--- config.mk ---
export PLATFORM = sky130hd
export DESIGN_NAME = gate_chk_sat_counter
export DESIGN_NICKNAME = d
export VERILOG_FILES = /design/src/rtl/gate_chk_sat_counter.sv
export SDC_FILE = /design/constraint.sdc
export NUM_CORES = 1
export LEC_CHECK = 0
export CAP_MARGIN = 20
export CELL_PAD_IN_SITES_DETAIL_PLACEMENT = 0
export CELL_PAD_IN_SITES_GLOBAL_PLACEMENT = 1
export CORE_MARGIN = 3
export CORE_UTILIZATION = 30
export CTS_CLUSTER_SIZE = 25
export DETAILED_ROUTE_END_ITERATION = 7
export PLACE_DENSITY = 0.71
export SLEW_MARGIN = 20
export SYNTH_ARGS = -nofsm -noshare
export SYNTH_HDL_FRONTEND = slang
export SYNTH_SLANG_ARGS = --single-unit
--- constraint.sdc ---
create_clock -name clk -period 1.8 [get_ports clk]
set_clock_uncertainty 0.2 [all_clocks]
set_input_delay 0.45 -clock clk [delete_from_list [all_inputs] [get_ports clk]]
set_output_delay 0.45 -clock clk [all_outputs]
set_load 0.1 [all_outputs]
--- src/rtl/gate_chk_sat_counter.sv ---
// Saturating up-counter with synchronous clear; holds at all-ones instead of wrapping.
module gate_chk_sat_counter #(
  parameter int unsigned CNT_W = 8
) (
  input  logic             clk,
  input  logic             rst_n,
  input  logic             clr_i,
  input  logic             inc_i,
  output logic [CNT_W-1:0] cnt_o
);

  localparam logic [CNT_W-1:0] CNT_MAX = {CNT_W{1'b1}};

  logic [CNT_W-1:0] cnt_q;
  logic [CNT_W-1:0] cnt_d;

  always_comb begin
    cnt_d = cnt_q;
    if (clr_i) begin
      cnt_d = '0;
    end else if (inc_i && (cnt_q != CNT_MAX)) begin
      cnt_d = cnt_q + CNT_W'(1);
    end
  end

  always_ff @(posedge clk or negedge rst_n) begin
    if (!rst_n) begin
      cnt_q <= '0;
    end else begin
      cnt_q <= cnt_d;
    end
  end

  assign cnt_o = cnt_q;

endmodule

==> impl_metrics.tcl <==
set metrics [dict create \
    utilization_pct 55.6 \
    fin_crit_sh_pct 97.4 \
    post-synth-top-area-cell "dfrtp_1" \
    swShare_pct 29.9 \
    peakVddDrop_mv 0.488 \
    drt-vias-per-instance 5.50 \
    clockBufferDepth 2 \
    placementRows 13 \
    cts_tree "built" \
    track_usage_pct 14.3 \
    synth_ff_type "dfrtp_1" \
    clock_power_share_pct 32.6 \
    final_common_cell "buf_12" \
    io_pins 12 \
    ant_nets 0 \
    combPwrFrac_pct 22.7 \
    layout-drive-gt1-share_pct 46.3 \
    p_sw_mw 0.130 \
    rr_worst_depth 4 \
    grt_pass1_wl_um 2080 \
    finalWorstSetupSlack_ps 46.8 \
    status "finished, final reports clean" \
    final_area_um2 768 \
    n_fill_cell 125 \
    path_class "input port to flop" \
    synth.avg_cell_area_um2 9.47 \
    drcViolationCount 0 \
    syn_to_final_growth_pct 65.5 \
    clock-root-buffer "clkbuf_4" \
    synth_compound_area_share_pct 12.7 \
    setup_violations 0 \
    start_util_pct 33.6 \
    port_buffers 11 \
    synth_xor_area_share_pct 0 \
    worstSetupStartpointType "input port" \
    synth_area_leaders "dfrtp_1 (43%), mux2_2 (4.9%), nor3_1 (4.3%), nand2b_1 (4.0%), nor2b_1 (4.0%)" \
    synthMuxAreaShare_pct 7.01 \
    yosysWarnings 0 \
    insertion_delay_ps 250 \
    cp_slowest_stage_delay_ps 510 \
    layout_min_cycle_time_ps 1750 \
    cts_resized 0 \
    p_seq_share_pct 44.7 \
    crit_arrival_ps 1670 \
    placed_area_um2 746 \
    dpl.hpwl_um 896 \
    cts.sinks 8 \
    grt_max_degree 9 \
    async_reset_ff_share_pct 100 \
    dr.pass1.iters 3 \
    gp_congestion 0.722 \
    wl_um 1210 \
    drt_iter0_drc 2 \
    synth_top_area_share_pct 43.1 \
    dieHeight_um 45.3 \
    synth_fp_nets 54 \
    required_ps 1720 \
    crit_chain "clkdlybuf4s50_1 -> nand3_1 -> a2111oi_0 -> nor3b_1" \
    cts_made_buffers 3 \
    antenna_found_initial 0 \
    critical_path_peak_fanout 4 \
    hold_viol 0 \
    p_int_mw 0.306 \
    die-area_um2 2060 \
    yosysSeqAreaShare_pct 43.1 \
    h-tree-depth 1 \
    wl_per_cell_um 14.8 \
    post_cts_buffers 0 \
    critPathSlowestCell "clkdlybuf4s50_1" \
    cp-end-kind "flop" \
    layout_common_cells "buf_12 (8), dfrtp_2 (6), buf_4 (6), nor3_1 (4)" \
    p_per_area_nw_per_um2 567 \
    synth_area_um2 464 \
    clk_pin_slew_worst_paths_ps 60 \
    fp.dieW_um 45.3 \
    leakage_nw 0.295 \
    gr-total-overflow 0 \
    synth_fa_ha_area_share_pct 2.70 \
    grt_pass1_vias 442 \
    place_ws_ps -146 \
    holdBufCountCts 0 \
    max_freq_mhz 570 \
    drv_cap 0 \
    largest_reg_flops 8 \
    slew_headroom_pct 69.2 \
    core_area_um2 1380 \
    num_vias 451 \
    synth-simple-area-share_pct 31.0 \
    reg2reg_slack_ps 90 \
    nNetsFinal 74 \
    worst_pin_slew_ps 450 \
    ys_types 28 \
    n_antenna_cell 0 \
    rsz0062_at_grt "no" \
    synth_top_family_by_area "simple AND/OR/NAND/NOR gates" \
    synth-edff-count 0 \
    synth-seq-cells 8 \
    syn_inst 49 \
    hold_path.class "input port to asynchronous set/reset pin" \
    maxSlewViolCount 0 \
]
[power groups by stage]
stage / Sequential, mW / Clock, mW / Combinational (mW)
floorplan: 0.230 / 0 / 0.0218
global placement: 0.198 / 0 / 0.0981
detailed placement: 0.198 / 0 / 0.0997
CTS: 0.195 / 0.149 / 0.0999
global route: 0.195 / 0.157 / 0.104
finish: 0.195 / 0.142 / 0.0990
[cells in the mapped netlist, drive strengths merged (2+ instances only)]
cell type and number:
dfrtp 8, nand2b 3, nor3 4, mux2 2
nor2 2, nor2b 3, nand2 2, and4 2
inv 2, nand3 3, a21oi 3
[final cells by class]
class / instances / area [um^2] / share of cell area [%]
Multi-Input combinational cell: 37 / 269 / 35.0
Timing Repair Buffer: 17 / 235 / 30.6
Sequential cell: 8 / 215 / 28.0
Clock buffer: 3 / 22.5 / 2.93
Tap cell: 15 / 18.8 / 2.44
Inverter: 2 / 7.51 / 0.977
[worst max-delay path, delay by kind of cell]
family / cells / cell delay (ps)
compound gates: 1 / 480
buf+inv: 1 / 510
simple gates: 2 / 240
[metal layers]
| layer | track usage (%) | vias to the layer above | routed length [um] |
|---|---|---|---|
| met3 | 7.17 | 2 | 86 |
| met4 | 3.51 | 0 | 12 |
| met5 | 0 | - | 0 |
| li1 | - | 218 | - |
| met2 | 23.2 | 14 | 565 |
| met1 | 16.7 | 217 | 546 |
[cells by family after synthesis]
family / after synthesis
mux: 3
buf+inv: 4
flops: 8
fa+ha+maj: 1
simple gates: 24
compound gates: 9
[worst paths after layout]
path / from / end
max in group asynchronous: rst_n / cnt_o[0]
worst min-delay path: rst_n / cnt_o[1]
worst max register to register: cnt_o[1] / cnt_o[5]
worst max-delay path: inc_i / cnt_o[5]
min in group clk: cnt_o[7] / cnt_o[7]
worst min register to register: cnt_o[7] / cnt_o[7]
[stage by stage]
stage | TNS, ps | hold slack [ps] | std cells | total power [mW]
2_1_floorplan | -74.8 | -45.6 | 49 | 0.252
3_3_place_gp | -279 | 391 | 79 | 0.296
3_5_place_dp | -388 | 394 | 79 | 0.298
4_1_cts | 0 | 298 | 82 | 0.443
5_1_grt | 0 | 302 | 82 | 0.456
6_report | 0 | 292 | 82 | 0.436
Power figures use the tool's default switching activity.
